File: src/rtl/bus_arb_pkg.sv
// Shared types and helpers for the round-robin bus arbiter.
package bus_arb_pkg;

    localparam int unsigned MAX_LANES = 32;
    localparam int unsigned MAX_IDX_W = $clog2(MAX_LANES);

    typedef enum logic {
        IDLE  = 1'b0,
        GRANT = 1'b1
    } arb_state_t;

    // One-hot vector with bit idx set; zero if idx is outside the lane range.
    function automatic logic [MAX_LANES-1:0] onehot(input int unsigned idx, input int unsigned lanes);
        logic [MAX_LANES-1:0] v;
        v = '0;
        if (idx < lanes && idx < MAX_LANES) begin
            v[idx[MAX_IDX_W-1:0]] = 1'b1;
        end
        return v;
    endfunction

endpackage

File: src/rtl/bus_arbiter_rr_pick.sv
// Round-robin search: first set request starting at rr_ptr, wrapping modulo LANES.
module rr_pick #(
    parameter  int unsigned LANES = 4,
    localparam int unsigned IDX_W = (LANES > 1) ? $clog2(LANES) : 1
) (
    input  logic [LANES-1:0] req,
    input  logic [IDX_W-1:0] rr_ptr,
    output logic             valid,
    output logic [IDX_W-1:0] idx
);

    int unsigned pos;

    // Scan farthest-to-nearest so the lane closest to rr_ptr is written last and wins.
    always_comb begin
        valid = 1'b0;
        idx   = '0;
        pos   = 0;
        for (int unsigned k = LANES; k > 0; k--) begin
            pos = (32'(rr_ptr) + k - 1) % LANES;
            if (req[IDX_W'(pos)]) begin
                valid = 1'b1;
                idx   = IDX_W'(pos);
            end
        end
    end

endmodule

File: src/rtl/bus_arbiter.sv
// Registered round-robin owner of the bus mux lane_select, with a 1-cycle gap between owners.
// Optional hold limit with timeout pre-emption is enabled by defining BUS_ARB_TIMEOUT_EN.
module bus_arbiter
    import bus_arb_pkg::*;
#(
    parameter  int unsigned LANES    = 4,
    parameter  int unsigned MAX_HOLD = 8,
    localparam int unsigned IDX_W    = (LANES > 1) ? $clog2(LANES) : 1
) (
    input  logic             clk,
    input  logic             rst_n,
    input  logic [LANES-1:0] req,
    output logic [LANES-1:0] grant,
    output logic [IDX_W-1:0] grant_id,
    output logic             bus_busy,
    output logic             timeout
);

    arb_state_t       state_q, state_d;
    logic [LANES-1:0] grant_q, grant_d;
    logic [IDX_W-1:0] grant_id_q, grant_id_d;
    logic             bus_busy_q, bus_busy_d;
    logic [IDX_W-1:0] rr_ptr_q, rr_ptr_d;
    logic             pick_valid;
    logic [IDX_W-1:0] pick_idx;

`ifdef BUS_ARB_TIMEOUT_EN
    localparam int unsigned HOLD_W = $clog2(MAX_HOLD + 1);
    logic [HOLD_W-1:0] hold_cnt_q, hold_cnt_d;
    logic              timeout_q, timeout_d;
`else
    // The hold limit is compiled out, so MAX_HOLD has no effect in this build.
    if (MAX_HOLD == 0) begin : g_max_hold_unused
    end
`endif

    rr_pick #(.LANES(LANES)) u_rr_pick (
        .req    (req),
        .rr_ptr (rr_ptr_q),
        .valid  (pick_valid),
        .idx    (pick_idx)
    );

    always_comb begin
        state_d    = state_q;
        grant_d    = grant_q;
        grant_id_d = grant_id_q;
        bus_busy_d = bus_busy_q;
        rr_ptr_d   = rr_ptr_q;
`ifdef BUS_ARB_TIMEOUT_EN
        hold_cnt_d = hold_cnt_q;
        timeout_d  = 1'b0;
`endif
        case (state_q)
            IDLE: begin
                if (pick_valid) begin
                    state_d    = GRANT;
                    grant_d    = LANES'(onehot(32'(pick_idx), LANES));
                    grant_id_d = pick_idx;
                    bus_busy_d = 1'b1;
                    rr_ptr_d   = (pick_idx == IDX_W'(LANES - 1)) ? '0 : pick_idx + IDX_W'(1);
`ifdef BUS_ARB_TIMEOUT_EN
                    hold_cnt_d = HOLD_W'(1);
`endif
                end
            end
            GRANT: begin
                if (!req[grant_id_q]) begin
                    state_d    = IDLE;
                    grant_d    = '0;
                    grant_id_d = '0;
                    bus_busy_d = 1'b0;
                end
`ifdef BUS_ARB_TIMEOUT_EN
                else if (hold_cnt_q == HOLD_W'(MAX_HOLD)) begin
                    state_d    = IDLE;
                    grant_d    = '0;
                    grant_id_d = '0;
                    bus_busy_d = 1'b0;
                    timeout_d  = 1'b1;
                end else begin
                    hold_cnt_d = hold_cnt_q + HOLD_W'(1);
                end
`endif
            end
            default: state_d = IDLE;
        endcase
    end

    always_ff @(posedge clk or negedge rst_n) begin
        if (!rst_n) begin
            state_q    <= IDLE;
            grant_q    <= '0;
            grant_id_q <= '0;
            bus_busy_q <= 1'b0;
            rr_ptr_q   <= '0;
`ifdef BUS_ARB_TIMEOUT_EN
            hold_cnt_q <= '0;
            timeout_q  <= 1'b0;
`endif
        end else begin
            state_q    <= state_d;
            grant_q    <= grant_d;
            grant_id_q <= grant_id_d;
            bus_busy_q <= bus_busy_d;
            rr_ptr_q   <= rr_ptr_d;
`ifdef BUS_ARB_TIMEOUT_EN
            hold_cnt_q <= hold_cnt_d;
            timeout_q  <= timeout_d;
`endif
        end
    end

    assign grant    = grant_q;
    assign grant_id = grant_id_q;
    assign bus_busy = bus_busy_q;
`ifdef BUS_ARB_TIMEOUT_EN
    assign timeout  = timeout_q;
`else
    assign timeout  = 1'b0;
`endif

endmodule

File: config.mk
export PLATFORM = sky130hd
export DESIGN_NAME = bus_arbiter
export DESIGN_NICKNAME = d
export VERILOG_FILES = /design/src/rtl/bus_arb_pkg.sv /design/src/rtl/bus_arbiter_rr_pick.sv /design/src/rtl/bus_arbiter.sv
export SDC_FILE = /design/constraint.sdc
export NUM_CORES = 1
export LEC_CHECK = 0
export ABC_AREA = 1
export BUFFER_PORTS_ARGS = -buffer_cell sky130_fd_sc_hd__buf_2
export CAP_MARGIN = 20
export CORE_AREA = 2 2 39 41
export DETAILED_ROUTE_END_ITERATION = 6
export DIE_AREA = 0 0 41 43
export GPL_TIMING_DRIVEN = 0
export PLACE_DENSITY = 0.75
export SYNTH_ARGS = -nofsm -noshare
export SYNTH_HDL_FRONTEND = slang
export SYNTH_HIERARCHICAL = 1
export SYNTH_SLANG_ARGS = --single-unit
File: constraint.sdc
create_clock -name clk -period 3.7 [get_ports clk]
set_clock_uncertainty 0.1 [all_clocks]
set_input_delay 0.555 -clock clk [delete_from_list [all_inputs] [get_ports clk]]
set_output_delay 0.555 -clock clk [all_outputs]
set_load 0.03 [all_outputs]
After elaboration in Yosys (flattened, before gate mapping):

Index checks and enable logic that the tools add are counted.

* latch bits: 0
* memory bits (read-only): 0
* bits in writable memories: 0
* output and inout bits: 8
* word-level logic and storage cells: 61
* memories kept: 0
* register bits: 10

* muxes and demuxes: 33
* $add $sub $neg: 9
* reduce and logical (&&, ||, !) cells: 3
* divide/modulo/power cells: 0
* bitwise gates (word level): 1
* shift operators: 0
* multipliers: 0
* eq/ne operators: 3
* magnitude comparators: 7

Operators with widths (count)
* $lt 2x3->1 const B: 5
* $mux 1: 14
* $mux 2: 7
* $bmux 1 s2: 5
* $mux 4: 2
* $pmux 4 s2: 1
* $sub 2x1->2 const B: 4
* $add 2x1->2 const B: 3
* $lt 2x6->1 const B: 1
* $add 2x2->2 const B: 2
* $ne 2x2->1 const B: 2
* $pmux 1 s2: 2
* $pmux 2 s2: 1
* $reduce_and 2->1: 2
* $demux 1 s2: 1
* $eq 2x2->1 const B: 1
* $ge 2x1->1 const B: 1
* $logic_and 1x1->1: 1
* $not 1->1: 1

Logic depth before layout (Yosys ltp):

* word-level depth: 14
* mapped depth: 13
* gate-level depth less buffers: 13

Cells and area by module:

The synthesis kept the hierarchy.

By module, submodules not included
* bus_arbiter: instances 1, cells each 58, area an instance 505.5 sq um
* rr_pick: instances 1, cells each 46, area an instance 212.7 sq um

Worst setup path after synthesis:

OpenSTA, ideal clock, no wires.

* kind: input to register
* start: input req[3]
* end: register rr_ptr_q[1]
* arrival time: 1.615 ns
* path buffers: 0
* slack: 1.869 ns
* stages: 12
* data required time: 3.483 ns
* path through: inv_1 nand2_2 and2_4 nand2_2 nand2_2 clkinv_2 nand3_1 nand2_1 inv_1 ha_1 nand2_1 nand2_1

* word-level cells in the longest chain between the ends: 8
* elaborated cells between the ends (all ways): 20
* classes of those cells: add/sub: 1; eq/ne: 1; mux: 17; reduce/logical: 1

RTL lines
* from (decl): line bus_arbiter.sv:12 `input logic [LANES-1:0] req,`
* $bmux 1 s2: line bus_arbiter_rr_pick.sv:21 `if (req[IDX_W'(pos)]) begin`
* $mux 1 (not written as such): line bus_arbiter_rr_pick.sv:21
* $mux 2 (3 in a row): line bus_arbiter_rr_pick.sv:21
* $mux 2 (*): line bus_arbiter_rr_pick.sv:21
* named net pick_idx[0]: line bus_arbiter.sv:25 `logic [IDX_W-1:0] pick_idx;`
* $add 2x1->2 / $eq 2x2->1 (equally long branches): line bus_arbiter.sv:61 `rr_ptr_d = (pick_idx == IDX_W'(LANES - 1)) ? '0 : pick_idx + IDX_W'(1);`
* $mux 2 (*): line bus_arbiter.sv:61
* to (signal assigned): line bus_arbiter.sv:106 `rr_ptr_q <= rr_ptr_d;`
* to (decl): line bus_arbiter.sv:23 `logic [IDX_W-1:0] rr_ptr_q, rr_ptr_d;`

Mark *: on every way through the listed nets, which the timed path passes. The rest lies on a longest branch. The select of a mux whose other input is x is not followed.
A chain may end at the register's enable or synchronous reset.

Final worst setup path:

* start: register rr_ptr_q[0]
* end: register rr_ptr_q[1]

* word-level cells in the longest chain between the ends: 10
* elaborated cells between the ends (all ways): 28
* classes of those cells: add/sub: 9; eq/ne: 1; mux: 17; reduce/logical: 1

RTL lines
* $add 2x1->2: line bus_arbiter_rr_pick.sv:20 `pos = (32'(rr_ptr) + k - 1) % LANES;`
* $sub 2x1->2: line bus_arbiter_rr_pick.sv:20
* $bmux 1 s2: line bus_arbiter_rr_pick.sv:21
* $mux 1 (not written as such): line bus_arbiter_rr_pick.sv:21
* $mux 2 (3 in a row): line bus_arbiter_rr_pick.sv:21
* $mux 2 (*): line bus_arbiter_rr_pick.sv:21
* named net pick_idx[1]: line bus_arbiter.sv:25
* $add 2x1->2 / $eq 2x2->1 (equally long branches): line bus_arbiter.sv:61
* $mux 2 (*): line bus_arbiter.sv:61

Marked as above.

==> summary.txt <==
ANT nets after route - 0
Setup TNS - 0 ns
CTS H-tree lvls - 1
Worst-Skew Late Latency - 0.27 ns
Top Ports - 14
Clock slew at reported path FFs - 0.07 ns
LEAKAGE - 0.514 nW
Detailed Route Iter0 Violations - 17
Die H - 43 um
Power, Total - 0.000791 W
Antenna cells - 0
Die Footprint - 0.00176 sq mm
Share of cells above drive strength 1 - 0.250
Tcrit/Tclk final - 0.524
Clk sink count - 10
Worst VDD drop - 0.000389 V
Post-cts resize count - 0
DR pass1 iterations - 4
Compound-Gate Fraction of Synth Area - 0.0505
Layout Nets - 131
Gr usage total - 0.183
Warnings, synthesis - 6
Largest family of logic cells by synthesized area - simple AND/OR/NAND/NOR gates
Worst Path Max Fanout - 10
CTS tree - yes
Multiplexer area fraction after synthesis - 0
# DRC - 0
Post-Synth XOR/XNOR Area - 0
Pwr per Cell Area - 947 mW/mm^2
Crit path capture type - flip-flop
RSZ-0062 raised after global routing - false
Critical path class - reg2reg
Hpwl dp - 1050 um
Avg WL per Cell - 9.63 um
Antenna violations before repair - 0
Hold Crit Class - in2async
Vias per cell - 4.78
DRT Wirelength - 1310 um
Area growth from synthesis to layout - 16.2%
Adder-Cell Fraction of Synth Area - 0.0697
Die width - 41 um
Cell area after synthesis - 718 sq um
Hold Vio Cnt, Final - 0
IO buf count - 12
Worst endpoint required time - 3.76 ns
Fin crit period - 1.94 ns
Post-Syn Nets - 114
Peak Freq - 0.515 GHz
CTS root buf - clkbuf_4
Fillers - 137
Worst Setup Start Kind - flip-flop
Core area - 0.00138 sq mm
Outcome - complete, no violations
Worst Path Arrival - 2.00 ns
Cells after Synth - 104
Number of global-route vias before repair - 562
Register area share after synthesis - 0.348
First-pass GRT wire length - 2200 um
Final setup viols - 0
Mapped Avg Cell Area - 6.91 sq um
Max Cap Viol - 0
Rows - 14
Via count - 650
Gpl congestion - 0.946
Largest net degree at the start of global routing - 11
CTS Hold Buffers Added - 0
Post-CTS setup buffer count - 0
Number of distinct library cells after synthesis - 22
Initial core utilization - 0.519
Simple-gate share of the synthesized area - 0.425
CTS Buf Count - 3
FF+latch count, synth - 10
Maximum root-to-sink buffer count - 2
Total gr overflow - 0
Slew Viols, Final - 0
## report_power, final
group	leakage [nW]	switching, W	internal, W	total [W]
sequential	0.126	0.0000407	0.000155	0.000196
clock	0.0210	0.0000385	0.0000598	0.0000983
combinational	0.366	0.000322	0.000174	0.000497
## cells in the mapped netlist, drive strengths merged
cell type,count,share of area
nand2,53,0.30
dfrtp,10,0.35
buf,2,0.026
and2,1,0.012
nand3,9,0.077
conb,1,0.0052
inv,13,0.068
a21boi,1,0.010
clkinv,1,0.0070
nor2,3,0.026
a21oi,2,0.014
o21ai,3,0.026
ha,4,0.070
or2,1,0.012
## critical path, stage by stage, from the launching register on
cell	delay, ns
dfrtp_1	0.40
buf_6	0.15
o21ai_2	0.17
nand2_1	0.10
nand2_1	0.08
inv_1	0.04
a21boi_1	0.30
inv_1	0.11
ha_1	0.28
nand2_1	0.06
nand2_1	0.04
## placed cells by master, fill, tap and decap left out, types with 2 or more instances in the layout
| cell type | count |
|---|---|
| clkbuf_4 | 3 |
| a21oi_1 | 2 |
| nand3_1 | 7 |
| nand2_2 | 3 |
| inv_1 | 12 |
| ha_1 | 4 |
| buf_2 | 12 |
| nand3_2 | 2 |
| dfrtp_1 | 10 |
| nand2_1 | 49 |
| nor2_1 | 2 |
## final timing paths
path	cells past startpoint	slack, ns	to	from
setup / recovery	10	1.76	rr_ptr_q[1]	rr_ptr_q[0]
hold / removal	1	0.03	grant[3]	rst_n
setup reg to reg	10	1.76	rr_ptr_q[1]	rr_ptr_q[0]
hold reg to reg	2	0.37	grant[0]	grant[0]
max in group asynchronous	1	3.28	grant_id[0]	rst_n
min in group clk	2	0.37	grant[0]	grant[0]
## routing by layer
metal | GRT usage | up-vias | share of wire
li1 | - | 345 | -
met1 | 0.225 | 283 | 0.47
met2 | 0.288 | 22 | 0.47
met3 | 0.0785 | 0 | 0.054
met4 | 0.0400 | 0 | 0
met5 | 0 | - | 0
## flip-flops by register name (all words and copies together) (netlist names)
signal	cells
state_q	1
bus_busy	1
grant_id	2
rr_ptr_q	2
grant	4
## metrics by stage
step	setup slack [ns]	instances	util	hold WS, ns	cell area, sq um
after floorplan	1.87	104	-	0.159	718
after CTS	1.76	136	0.603	0.0336	835
final	1.76	136	0.603	0.0334	835
after global placement	1.65	132	0.577	0.320	798
after global routing	1.57	136	0.603	0.0346	835
after detailed placement	1.62	132	0.577	0.323	798
## layout make-up
| class | count | area [sq um] | area share |
|---|---|---|---|
| multi-input combinational | 78 | 395 | 0.474 |
| sequential | 10 | 250 | 0.300 |
| timing repair buffer | 12 | 60.1 | 0.0720 |
| inverter | 14 | 53.8 | 0.0645 |
| clock buffer | 4 | 36.3 | 0.0435 |
| tap | 16 | 20.0 | 0.0240 |
| buffer | 2 | 18.8 | 0.0225 |
## kinds of logic after synthesis
family | Yosys count
AND/OR/NAND/NOR | 67
flip-flops | 10
adder cells (fa/ha/maj) | 4
buffers and inverters | 16
AO/OA/AOI/OAI | 6
other | 1
(Power assumes the default switching activity.)
